==> src/rtl/writeback_control_if.sv <==
// writeback_control_if: issue, read-address and register-file write bundle for writeback_control
interface writeback_control_if;
    logic [19:0] instruction;
    logic        issueValid;
    logic [3:0]  ReadAddressRF1;
    logic [3:0]  ReadAddressRF2;
    logic [15:0] aluResult;
    logic [15:0] memData;
    logic [3:0]  WriteAddressRF;
    logic [15:0] WriteDataRF;
    logic        WriteEnableRF;
    logic        stall;

    modport master (
        output instruction, issueValid, ReadAddressRF1, ReadAddressRF2, aluResult, memData,
        input  WriteAddressRF, WriteDataRF, WriteEnableRF, stall
    );

    modport slave (
        input  instruction, issueValid, ReadAddressRF1, ReadAddressRF2, aluResult, memData,
        output WriteAddressRF, WriteDataRF, WriteEnableRF, stall
    );
endinterface

==> src/rtl/writeback_control.sv <==
// writeback_control: EX/MEM/WB destination tracking, register-file write-back and RAW stall; WRITEBACK_BYPASS_EN drops WB from the hazard check
module writeback_control (
    input  logic clock,
    input  logic reset,
    writeback_control_if.slave bus
);
    typedef struct packed {
        logic        valid;
        logic        writes;
        logic        is_load;
        logic [3:0]  dest;
        logic [15:0] data;
    } stage_t;

    stage_t ex_q, ex_d, mem_q, mem_d, wb_q, wb_d;
    logic [3:0] opcode;
    logic ex_hit, mem_hit, wb_hit, hazard;

    function automatic logic hit(input stage_t s, input logic [3:0] ra1, input logic [3:0] ra2);
        return s.valid && s.writes && (s.dest == ra1 || s.dest == ra2);
    endfunction

    assign opcode  = bus.instruction[19:16];
    assign ex_hit  = hit(ex_q, bus.ReadAddressRF1, bus.ReadAddressRF2);
    assign mem_hit = hit(mem_q, bus.ReadAddressRF1, bus.ReadAddressRF2);
`ifdef WRITEBACK_BYPASS_EN
    assign wb_hit  = 1'b0;
`else
    assign wb_hit  = hit(wb_q, bus.ReadAddressRF1, bus.ReadAddressRF2);
`endif
    assign hazard  = ex_hit | mem_hit | wb_hit;

    // Next stage contents: issue into EX unless stalled, MEM takes the ALU result, loads swap in memory data on entry to WB
    always_comb begin
        ex_d = '0;
        if (bus.issueValid && !hazard) begin
            ex_d.valid   = 1'b1;
            ex_d.writes  = opcode != 4'h0 && opcode != 4'hC;
            ex_d.is_load = opcode == 4'hB;
            ex_d.dest    = bus.instruction[15:12];
        end
        mem_d      = ex_q;
        mem_d.data = ex_q.valid ? bus.aluResult : 16'h0;
        wb_d       = mem_q;
        wb_d.data  = (mem_q.valid && mem_q.is_load) ? bus.memData : mem_q.data;
    end

    // Pipeline registers; reset discards every in-flight entry at once
    always_ff @(posedge clock or posedge reset) begin
        if (reset) begin
            ex_q  <= '0;
            mem_q <= '0;
            wb_q  <= '0;
        end else begin
            ex_q  <= ex_d;
            mem_q <= mem_d;
            wb_q  <= wb_d;
        end
    end

    assign bus.WriteEnableRF  = wb_q.valid & wb_q.writes;
    assign bus.WriteAddressRF = wb_q.dest;
    assign bus.WriteDataRF    = wb_q.data;
    assign bus.stall          = hazard;
endmodule

==> src/flat_wrapper.sv <==
// flat-port wrapper written by rule: the top's interface ports become plain ports
module writeback_control_flat 
  (clock, reset, bus_instruction, bus_issueValid, bus_ReadAddressRF1, bus_ReadAddressRF2, bus_aluResult, bus_memData, bus_WriteAddressRF, bus_WriteDataRF, bus_WriteEnableRF, bus_stall);
  writeback_control_if bus_i ();
  input  logic clock;
  input  logic reset;
  input wire logic [$bits(bus_i.instruction)-1:0] bus_instruction;
  input wire logic [$bits(bus_i.issueValid)-1:0] bus_issueValid;
  input wire logic [$bits(bus_i.ReadAddressRF1)-1:0] bus_ReadAddressRF1;
  input wire logic [$bits(bus_i.ReadAddressRF2)-1:0] bus_ReadAddressRF2;
  input wire logic [$bits(bus_i.aluResult)-1:0] bus_aluResult;
  input wire logic [$bits(bus_i.memData)-1:0] bus_memData;
  output wire logic [$bits(bus_i.WriteAddressRF)-1:0] bus_WriteAddressRF;
  output wire logic [$bits(bus_i.WriteDataRF)-1:0] bus_WriteDataRF;
  output wire logic [$bits(bus_i.WriteEnableRF)-1:0] bus_WriteEnableRF;
  output wire logic [$bits(bus_i.stall)-1:0] bus_stall;
  assign bus_i.instruction = bus_instruction;
  assign bus_i.issueValid = bus_issueValid;
  assign bus_i.ReadAddressRF1 = bus_ReadAddressRF1;
  assign bus_i.ReadAddressRF2 = bus_ReadAddressRF2;
  assign bus_i.aluResult = bus_aluResult;
  assign bus_i.memData = bus_memData;
  assign bus_WriteAddressRF = bus_i.WriteAddressRF;
  assign bus_WriteDataRF = bus_i.WriteDataRF;
  assign bus_WriteEnableRF = bus_i.WriteEnableRF;
  assign bus_stall = bus_i.stall;
  writeback_control u_core (.clock(clock), .reset(reset), .bus(bus_i));
endmodule
==> config.mk <==
export PLATFORM = sky130hd
export DESIGN_NAME = writeback_control_flat
export DESIGN_NICKNAME = d
export VERILOG_FILES = /design/src/rtl/writeback_control_if.sv /design/src/rtl/writeback_control.sv /design/src/flat_wrapper.sv
export SDC_FILE = /design/constraint.sdc
export NUM_CORES = 1
export LEC_CHECK = 0
export ABC_AREA = 1
export BUFFER_PORTS_ARGS = -buffer_cell sky130_fd_sc_hd__buf_2
export CORE_MARGIN = 4
export CORE_UTILIZATION = 44
export DETAILED_ROUTE_END_ITERATION = 6
export GPL_ROUTABILITY_DRIVEN = 0
export PLACE_DENSITY = 0.75
export SYNTH_ARGS = -nofsm -noshare
export SYNTH_HDL_FRONTEND = slang
export SYNTH_SLANG_ARGS = --single-unit
==> constraint.sdc <==
create_clock -name clock -period 1.6 [get_ports clock]
set_clock_uncertainty 0.15 [all_clocks]
set_input_delay 0.08 -clock clock [delete_from_list [all_inputs] [get_ports clock]]
set_output_delay 0.08 -clock clock [all_outputs]
set_load 0.02 [all_outputs]
# Word level (Yosys, flattened, before mapping)

Cells that the tools add are included.

Register bits after elaboration: 52
Logic and storage cells: 41

Eq/ne operators: 8
Mux-type cells: 3
Bitwise logic cells: 3
Reductions and logical operators: 14

Operators with widths:

| operator                                    | count |
|---|---|
| 2-to-1 mux 16 bit                           | 2 |
| equality test 4 bit                         | 6 |
| logical AND 1 bit                           | 9 |
| 2-to-1 mux 7 bit                            | 1 |
| equality test 4 bit (second input constant) | 1 |
| != test 4 bit (second input constant)       | 1 |
| nonzero test 4 bit                          | 1 |
| logical OR 1 bit                            | 3 |
| bitwise OR 1 bit                            | 2 |
| AND 1 bit                                   | 1 |
| zero test 1 bit                             | 1 |

# Longest topological paths before layout

Gate-level depths: netlist of run 1.

Word-level depth: 8
Gate-level depth with buffers: 9

# Worst setup path after synthesis of run 1

Ideal clock, no wire load.

Kind: register to register
Start point: reg u_core.mem_q[22] (netlist name)
End point: reg u_core.wb_q, in the netlist u_core.bus.WriteDataRF[10]
Arrival: 1,072 ps
Data required time: 1,325 ps
Path slack: 253 ps
Cell stages (with the launch flop): 4
Clock period less this slack: 1,347 ps
Cell sequence: dfrtp_1 nand2_2 buf_2 mux2_2

RTL lines:

| what                     | line                    | RTL |
|---|---|---|
| start: declaration       | writeback_control.sv:15 | `stage_t ex_q, ex_d, mem_q, mem_d, wb_q, wb_d;` |
| start signal: assignment | writeback_control.sv:56 | `mem_q <= mem_d;` |
| end signal: assignment   | writeback_control.sv:57 | `wb_q <= wb_d;` |
| end: declaration         | writeback_control.sv:15 |  |

# Worst setup path in the final report of run 1

Start point: reg u_core.mem_q[17] (netlist name)
End point: out bus_stall

Word-level cells in the longest chain between the ends: 5

RTL lines:

| what                             | line                    | RTL |
|---|---|---|
| equality test 4 bit              | writeback_control.sv:20 | `return s.valid && s.writes && (s.dest == ra1 \|\| s.dest == ra2);` |
| logical OR 1 bit *               | writeback_control.sv:20 |  |
| logical AND 1 bit *              | writeback_control.sv:20 |  |
| bitwise OR 1 bit * (2 in series) | writeback_control.sv:31 | `assign hazard = ex_hit \| mem_hit \| wb_hit;` |
| end: declaration                 | flat_wrapper.sv:16      | `output wire logic [$bits(bus_i.stall)-1:0] bus_stall;` |

Mark *: on every way between the ends. The rest lies on a longest branch, timed or not.

==> results of run 1 <==
-- metrics by stage --
step | setup slack, ns | utilization, %
2_1_floorplan | 0.112 | -
3_3_place_gp | 0.237 | 51.5
3_5_place_dp | 0.184 | 51.5
4_1_cts | -0.0502 | 62.5
5_1_grt | -0.126 | 62.9
6_report | -0.0204 | 62.9
-- layout make-up --
type / instances / area, sq um / area share, %
Sequential cell: 52 / 1300 / 40.8
Multi-Input combinational cell: 130 / 699 / 21.9
Timing Repair Buffer: 118 / 827 / 25.9
Clock inverter: 3 / 46.3 / 1.45
Clock buffer: 5 / 68.8 / 2.16
Inverter: 43 / 161 / 5.06
Tap cell: 70 / 87.6 / 2.74
-- where the power goes --
part | switching, W | internal (W)
sequential | 0.0000429 | 0.00141
clock | 0.000416 | 0.000474
combinational | 0.000260 | 0.000236
-- timing repair --
item                                    in CTS  in global routing
setup buffers                                1                  2
endpoints found under the setup margin       1                  8
hold buffers                                42                  0
gates resized for setup                      5                 10
gates cloned                                 0                  0
endpoints found under the hold margin       59                  0
pin swaps                                    2                 11
-- flip-flops by register name (all words and copies together) (netlist names) --
name                       cells
u_core.mem_q                  23
u_core.bus.WriteAddressRF      4
u_core.wb_q                    2
u_core.ex_q                    7
u_core.bus.WriteDataRF        16
-- cell usage after synthesis --
library cell	count
a21oi_1	1
buf_2	2
buf_4	20
clkbuf_1	1
dfrtp_1	52
inv_1	43
mux2_2	16
nand2_1	81
nand2_2	2
nand3_1	1
nand4_1	1
nand4_4	1
nor2_1	18
nor2_2	1
o21ai_0	1
xor2_1	7
-- worst max-delay path, cell delays in order, from the launching register on --
cell and delay (ns):
dfrtp_1 0.40, inv_1 0.07, nand2_1 0.06, nand2_1 0.05, nor2_1 0.13, nand2_1 0.06, nand2_1 0.08, nand2_2 0.06
nand3_2 0.08, buf_6 0.12
-- path summary, 6_finish.rpt --
path | slack (ns) | to | start | cells past startpoint
worst max-delay path | -0.02 | bus_stall | u_core.mem_q[17] | 9
worst min-delay path | -0.002 | u_core.ex_q[21] | bus_instruction[16] | 5
worst max register to register | 0.07 | u_core.ex_q[18] | u_core.mem_q[17] | 10
max in group asynchronous | 0.58 | u_core.mem_q[2] | reset | 4
min in group asynchronous | 0.20 | u_core.ex_q[19] | reset | 3
worst min register to register | 0.21 | u_core.mem_q[20] | u_core.ex_q[20] | 0
-- metal layers --
layer	part of all wire (%)	up-vias	GRT usage (%)
met1	39	821	16.5
met3	2.3	10	2.58
met5	0	-	0
met2	56	34	30.1
met4	2.2	0	6.08
li1	-	908	-
-- kinds of logic after synthesis --
group | count (synthesis) | share of synthesized area, %
simple gates | 105 | 18.4
buf+inv | 66 | 14.1
flops | 52 | 56.6
mux | 16 | 7.83
xor+xnor | 7 | 2.66
compound gates | 2 | 0.435
==> flow_metrics.tcl, run 1 <==
set metrics [dict create \
    cp-start-kind "flip-flop" \
    synth_cell_types 16 \
    p_per_area_mw_per_mm2 888 \
    setup_viol 1 \
    stdcell_area_sq_mm 0.00319 \
    critPathKind "flip-flop to output port" \
    synth_nets 311 \
    antenna_cells 0 \
    cts.clk_slew.worst_paths_ns 0.09 \
    violations "negative hold slack, negative setup slack" \
    viasPerCell 4.21 \
    p_leak_nw 1.88 \
    tns_ns -0.0204 \
    grt_pass1_vias 1783 \
    cts_max_level 2 \
    die_x_um 80.3 \
    die-area_sq_mm 0.00645 \
    cp.required_ns 1.37 \
    maxSlewHeadroom_pct 69.2 \
    synth_area_leader_cell "dfrtp_1" \
    vias 1773 \
    worstPathArrival_ns 1.39 \
    grt_setup_unrepaired "true" \
    final_nets 413 \
    drt-initial-drc-count 47 \
    drc_errors 0 \
    fill_cells 435 \
    cap_violations 0 \
    synth_area_per_cell_sq_um 9.28 \
    fp-row-count 26 \
    cts_buffers 5 \
    synth_area_leaders "dfrtp_1 (57%), nand2_1 (13%), mux2_2 (7.8%)" \
    slew_viol_final 0 \
    synth_top_area_share_pct 56.6 \
    worst_slack_ns -0.0204 \
    synth_area_sq_mm 0.00230 \
    cts_tree "yes" \
    placed_area_sq_mm 0.00261 \
    grt_pass1_wl_mm 7.69 \
    core_area_sq_mm 0.00507 \
    cts_buffer_depth 2 \
    track_usage_pct 15.6 \
    mostFrequentLayoutCells "nand2_1 (78), buf_2 (71), dfrtp_1 (52), dlygate4sd3_1 (41), inv_1 (38)" \
    whs_ns -0.00224 \
    clock-sinks 52 \
    routed_wl_mm 4.87 \
    vdd_drop_max_mv 0.561 \
    path_max_fanout 4 \
    place_inst 369 \
    antenna_found_initial 0 \
    yosys_warnings 0 \
    area_growth_pct 38.7 \
    fin_cells 421 \
    postSynthCellCount 248 \
    ys_ff_latch 52 \
    finalPower_w 0.00283 \
    initial_core_util_pct 45.3 \
    min_path_type "primary input to flip-flop" \
    dp_hpwl_mm 3.21 \
    clk_latency_ns 0.29 \
    clockRootBuffer "clkbuf_8" \
    grt_max_degree 33 \
    status "finished with violations" \
    die_height_um 80.3 \
    final_layout_size_suffix_gt1_share_pct 33.9 \
    finalHoldViolCount 1 \
    ant_nets 0 \
    io_buffers 72 \
    max_freq_mhz 617 \
    wire_per_inst_um 11.6 \
    synth-seq-area-share_pct 56.6 \
    io_pins 85 \
    dr.pass1.iters 7 \
    period_share_pct 101 \
    worst_pin_slew_ns 0.461 \
    gr-total-overflow 0 \
    worst_setup_path_end_kind "output port" \
    final_common_cell "nand2_1" \
    finalCriticalPeriod_ns 1.62 \
]
Power figures use the tool's default switching activity.
==> run 2: changes to the inputs <==
--- a/config.mk
+++ b/config.mk
@@ -8,9 +8,10 @@
 export ABC_AREA = 1
 export BUFFER_PORTS_ARGS = -buffer_cell sky130_fd_sc_hd__buf_2
+export CAP_MARGIN = 20
 export CORE_MARGIN = 4
-export CORE_UTILIZATION = 44
+export CORE_UTILIZATION = 49
 export DETAILED_ROUTE_END_ITERATION = 6
 export GPL_ROUTABILITY_DRIVEN = 0
-export PLACE_DENSITY = 0.75
+export PLACE_DENSITY = 0.79
 export SYNTH_ARGS = -nofsm -noshare
 export SYNTH_HDL_FRONTEND = slang
==> constraint.sdc (replaced) <==
create_clock -name clock -period 1.84 [get_ports clock]
set_clock_uncertainty 0.15 [all_clocks]
set_input_delay 0.184 -clock clock [delete_from_list [all_inputs] [get_ports clock]]
set_output_delay 0.184 -clock clock [all_outputs]
set_load 0.02 [all_outputs]
==> flow_metrics.tcl, run 2 (synthesis results as in run 1) <==
set metrics [dict create \
    p_leak_nw 1.87 \
    combPwrFrac_pct 17.1 \
    pwr-share-seq_pct 51.0 \
    tns_ns 0 \
    vias 1776 \
    initial_core_util_pct 51.8 \
    cts_buffer_depth 2 \
    io_pins 85 \
    antenna_found_initial 0 \
    fp-row-count 24 \
    routed_wl_mm 4.82 \
    clk_latency_ns 0.30 \
    min_path_type "primary input to flip-flop" \
    final_nets 411 \
    intPower_w 0.00184 \
    vdd_drop_max_mv 0.434 \
    track_usage_pct 17.5 \
    cts.clk_slew.worst_paths_ns 0.09 \
    critPathKind "flip-flop to output port" \
    gr-total-overflow 0 \
    worst_pin_slew_ns 0.397 \
    grt_pass1_wl_mm 8.02 \
    finalHoldViolCount 0 \
    mostFrequentLayoutCells "nand2_1 (78), buf_2 (71), dfrtp_1 (51), dlygate4sd3_1 (39), inv_1 (36)" \
    switching_power_w 0.000640 \
    clock-sinks 52 \
    setup_viol 0 \
    finalCriticalPeriod_ns 1.74 \
    cap_violations 0 \
    core_area_sq_mm 0.00444 \
    antenna_cells 0 \
    worstPathArrival_ns 1.40 \
    io_buffers 72 \
    dr.pass1.iters 4 \
    worst_slack_ns 0.102 \
    maxSlewHeadroom_pct 73.5 \
    fill_cells 341 \
    final_layout_size_suffix_gt1_share_pct 33.5 \
    max_freq_mhz 575 \
    grt_pass1_vias 1748 \
    viasPerCell 4.43 \
    drt-initial-drc-count 71 \
    clockRootBuffer "clkbuf_8" \
    dp_hpwl_mm 3.16 \
    power_frac_clock_pct 32.0 \
    swShare_pct 25.8 \
    grt_setup_unrepaired "false" \
    worst_setup_path_end_kind "output port" \
    cp.required_ns 1.51 \
    slew_viol_final 0 \
    period_share_pct 94.4 \
    cp-start-kind "flip-flop" \
    drc_errors 0 \
    grt_max_degree 24 \
    p_per_area_mw_per_mm2 789 \
    path_max_fanout 4 \
    largest-register "u_core.mem_q" \
    cts_tree "yes" \
    cts_max_level 2 \
    die-area_sq_mm 0.00586 \
    wire_per_inst_um 12.0 \
    status "finished, final reports clean" \
    die_height_um 76.5 \
    largest_reg_flops 23 \
    ant_nets 0 \
    final_common_cell "nand2_1" \
    cts_buffers 5 \
    die_x_um 76.5 \
    area_growth_pct 36.4 \
    post-place-ws_ns 0.358 \
]
run 2: cell count changes in the layout (fill, tap and decap cells not counted), sizes merged:
cell and change:
dlygate4sd3 -2
run 2: power by group through the flow:
stage / clock network, W / logic [W] / registers [W]
final: 0.000792 / 0.000423 / 0.00126
after global placement: 0 / 0.000339 / 0.00128
after floorplan: 0 / 0.000256 / 0.00127
after CTS: 0.000815 / 0.000413 / 0.00126
after global routing: 0.000854 / 0.000470 / 0.00127
after detailed placement: 0 / 0.000349 / 0.00128
run 2: worst paths after layout:
path	slack [ns]	start	to	cells past startpoint
min in group asynchronous	0.22	reset	u_core.mem_q[0]	3
setup reg to reg	0.40	u_core.bus.WriteAddressRF[1]	u_core.ex_q[19]	8
setup / recovery	0.10	u_core.mem_q[19]	bus_stall	9
hold reg to reg	0.21	u_core.ex_q[20]	u_core.mem_q[20]	0
max in group asynchronous	0.80	reset	u_core.bus.WriteDataRF[10]	4
hold / removal	0.01	bus_instruction[19]	u_core.ex_q[21]	3
run 2: stage by stage:
step | cell area [sq um] | util, % | std cells | power (W) | hold slack [ns]
after floorplan | 2300 | - | 248 | 0.00153 | 0.134
after global placement | 2600 | 58.4 | 352 | 0.00162 | 0.0183
after detailed placement | 2600 | 58.4 | 352 | 0.00163 | 0.0149
after CTS | 3100 | 69.8 | 399 | 0.00249 | 0.000932
after global routing | 3140 | 70.6 | 401 | 0.00260 | 0.0130
final | 3140 | 70.6 | 401 | 0.00248 | 0.0112
run 2: routing by layer:
layer  global-route usage (%)  routed length, um
met4                     6.70                 82
met3                     4.37                180
met5                        0                  0
met1                     20.2               1880
met2                     31.1               2680
run 2: timing repair:
item	CTS	global route
hold buffers	39	0
buffers inserted	0	2
setup endpoints to repair	0	1
hold endpoints to repair	74	0
gates resized for setup	0	13
run 2: final cells by class:
class                      instances  area (sq um)  share of cell area [%]
multi-input combinational        130           687                    21.9
timing repair buffer             116           807                    25.7
tap                               52          65.1                    2.07
inverter                          43           161                    5.14
sequential                        52          1300                    41.5
clock inverter                     3          46.3                    1.48
clock buffer                       5          68.8                    2.19
run 2: critical path, stage by stage (launching register included):
cell	delay, ns
dfrtp_1	0.42
inv_2	0.05
nand2_1	0.05
nand2_1	0.05
nor2_1	0.13
nand2_1	0.07
nand2_1	0.07
nand2_2	0.08
nand3_2	0.09
buf_6	0.11
==> run 3: changes to the inputs <==
CELL_PAD_IN_SITES_DETAIL_PLACEMENT = 2   (was not set)
CELL_PAD_IN_SITES_GLOBAL_PLACEMENT = 2   (was not set)
CORE_UTILIZATION = 28   (was 49)
PLACE_DENSITY = not set   (was 0.79)
PLACE_DENSITY_LB_ADDON = 0.1   (was not set)
==> flow_metrics.tcl, run 3 (synthesis results as in run 1) <==
set metrics [dict create \
    cp.required_ns 1.51 \
    clk_latency_ns 0.30 \
    worst_setup_path_end_kind "output port" \
    dr.pass1.iters 4 \
    io_pins 85 \
    cts_buffer_depth 2 \
    io_buffers 72 \
    cts.clk_slew.worst_paths_ns 0.09 \
    clockRootBuffer "clkbuf_8" \
    p_leak_nw 1.84 \
    routed_wl_mm 6.03 \
    period_share_pct 97.3 \
    track_usage_pct 13.2 \
    whs_ns 0.0195 \
    min_path_type "primary input to flip-flop" \
    cp-start-kind "flip-flop" \
    final_common_cell "nand2_1" \
    final_nets 408 \
    antenna_found_initial 0 \
    setup_viol 0 \
    grt_setup_unrepaired "true" \
    finalCriticalPeriod_ns 1.79 \
    worst_pin_slew_ns 0.418 \
    initial_core_util_pct 29.3 \
    final_layout_size_suffix_gt1_share_pct 32.4 \
    fill_cells 917 \
    slew_viol_final 0 \
    die_x_um 98.7 \
    post-cts-setup-buffer-count 0 \
    finalHoldViolCount 0 \
    cap_violations 0 \
    mostFrequentLayoutCells "nand2_1 (78), buf_2 (71), dfrtp_1 (52), inv_1 (40), dlygate4sd3_1 (39)" \
    viasPerCell 4.16 \
    max_freq_mhz 559 \
    cts_buffers 5 \
    gr-total-overflow 0 \
    post-place-ws_ns 0.275 \
    grt_pass1_wl_mm 10.1 \
    maxSlewHeadroom_pct 72.0 \
    worst_slack_ns 0.0503 \
    ant_nets 0 \
    fp-row-count 32 \
    seqCellArea_sq_mm 0.00130 \
    clock-sinks 52 \
    cts_tree "yes" \
    antenna_cells 0 \
    dp_hpwl_mm 4.27 \
    die-area_sq_mm 0.00973 \
    cts_max_level 2 \
    vias 1864 \
    path_max_fanout 4 \
    area_growth_pct 37.4 \
    drc_errors 0 \
    p_per_area_mw_per_mm2 744 \
    vdd_drop_max_mv 0.361 \
    largest_reg_flops 23 \
    die_height_um 98.7 \
    critPathKind "flip-flop to output port" \
    grt_max_degree 43 \
    wire_per_inst_um 13.5 \
    status "finished, final reports clean" \
    largest-register "u_core.mem_q" \
    drt-initial-drc-count 30 \
    multi_input_area_sq_um 697 \
    core_area_sq_mm 0.00785 \
    worstPathArrival_ns 1.46 \
    grt_pass1_vias 2103 \
]
[run 3: cell count changes in the layout (fill, tap and decap cells not counted), sizes merged]
| cell | change |
|---|---|
| clkbuf | +1 |
| inv | -1 |
| bufinv | -1 |
| buf | -3 |
| clkinvlp | +1 |
[run 3: through the flow]
step / TNS (ns) / std cells / power, W / cell area, sq um / utilization [%]
6_report: 0 / 448 / 0.00235 / 3160 / 40.3
2_1_floorplan: 0 / 248 / 0.00153 / 2300 / -
3_3_place_gp: 0 / 401 / 0.00164 / 2650 / 33.8
4_1_cts: 0 / 448 / 0.00240 / 3150 / 40.1
5_1_grt: -0.0651 / 448 / 0.00251 / 3160 / 40.3
3_5_place_dp: 0 / 401 / 0.00165 / 2650 / 33.8
[run 3: per-layer routing]
metal	wire length (um)	global-route usage [%]	part of all wire (%)
met2	3280	25.0	54
met5	0	0	0
met4	76	3.78	1.3
met3	320	3.11	5.3
met1	2350	14.7	39
[run 3: repair_timing]
action / in CTS / in global routing
pin swaps: 1 / 4
hold buffers: 39 / 0
resized for setup: 6 / 6
endpoints found under the hold margin: 68 / 0
endpoints found under the setup margin: 1 / 1
[run 3: final timing paths]
| kind | startpoint | to | slack, ns | cells past startpoint |
|---|---|---|---|---|
| worst max-delay path | u_core.bus.WriteAddressRF[3] | bus_stall | 0.05 | 7 |
| worst min-delay path | bus_instruction[19] | u_core.ex_q[21] | 0.02 | 3 |
| worst max register to register | u_core.mem_q[22] | u_core.bus.WriteDataRF[14] | 0.42 | 2 |
| worst min register to register | u_core.ex_q[20] | u_core.mem_q[20] | 0.22 | 0 |
| max in group asynchronous | reset | u_core.ex_q[21] | 0.83 | 4 |
| min in group asynchronous | reset | u_core.bus.WriteAddressRF[3] | 0.21 | 3 |
[run 3: layout make-up]
| cell class | count | area share, % |
|---|---|---|
| Clock buffer | 6 | 2.30 |
| Clock inverter | 2 | 0.515 |
| Inverter | 43 | 5.11 |
| Multi-Input combinational cell | 130 | 22.1 |
| Sequential cell | 52 | 41.2 |
| Tap cell | 102 | 4.04 |
| Timing Repair Buffer | 113 | 24.8 |
[run 3: power by group]
| part | leakage, nW | internal [W] | switching [W] |
|---|---|---|---|
| logic | 1.13 | 0.000200 | 0.000234 |
| clock network | 0.0414 | 0.000272 | 0.000385 |
| registers | 0.671 | 0.00122 | 0.0000386 |
| total | 1.84 | 0.00169 | 0.000657 |
[run 3: worst max-delay path, cell delays in order, from the launching register on]
cell,delay (ns)
dfrtp_1,0.44
xor2_1,0.16
nor2_1,0.15
nand2_1,0.08
nand2_1,0.07
nand2_2,0.08
nand3_2,0.07
buf_6,0.12
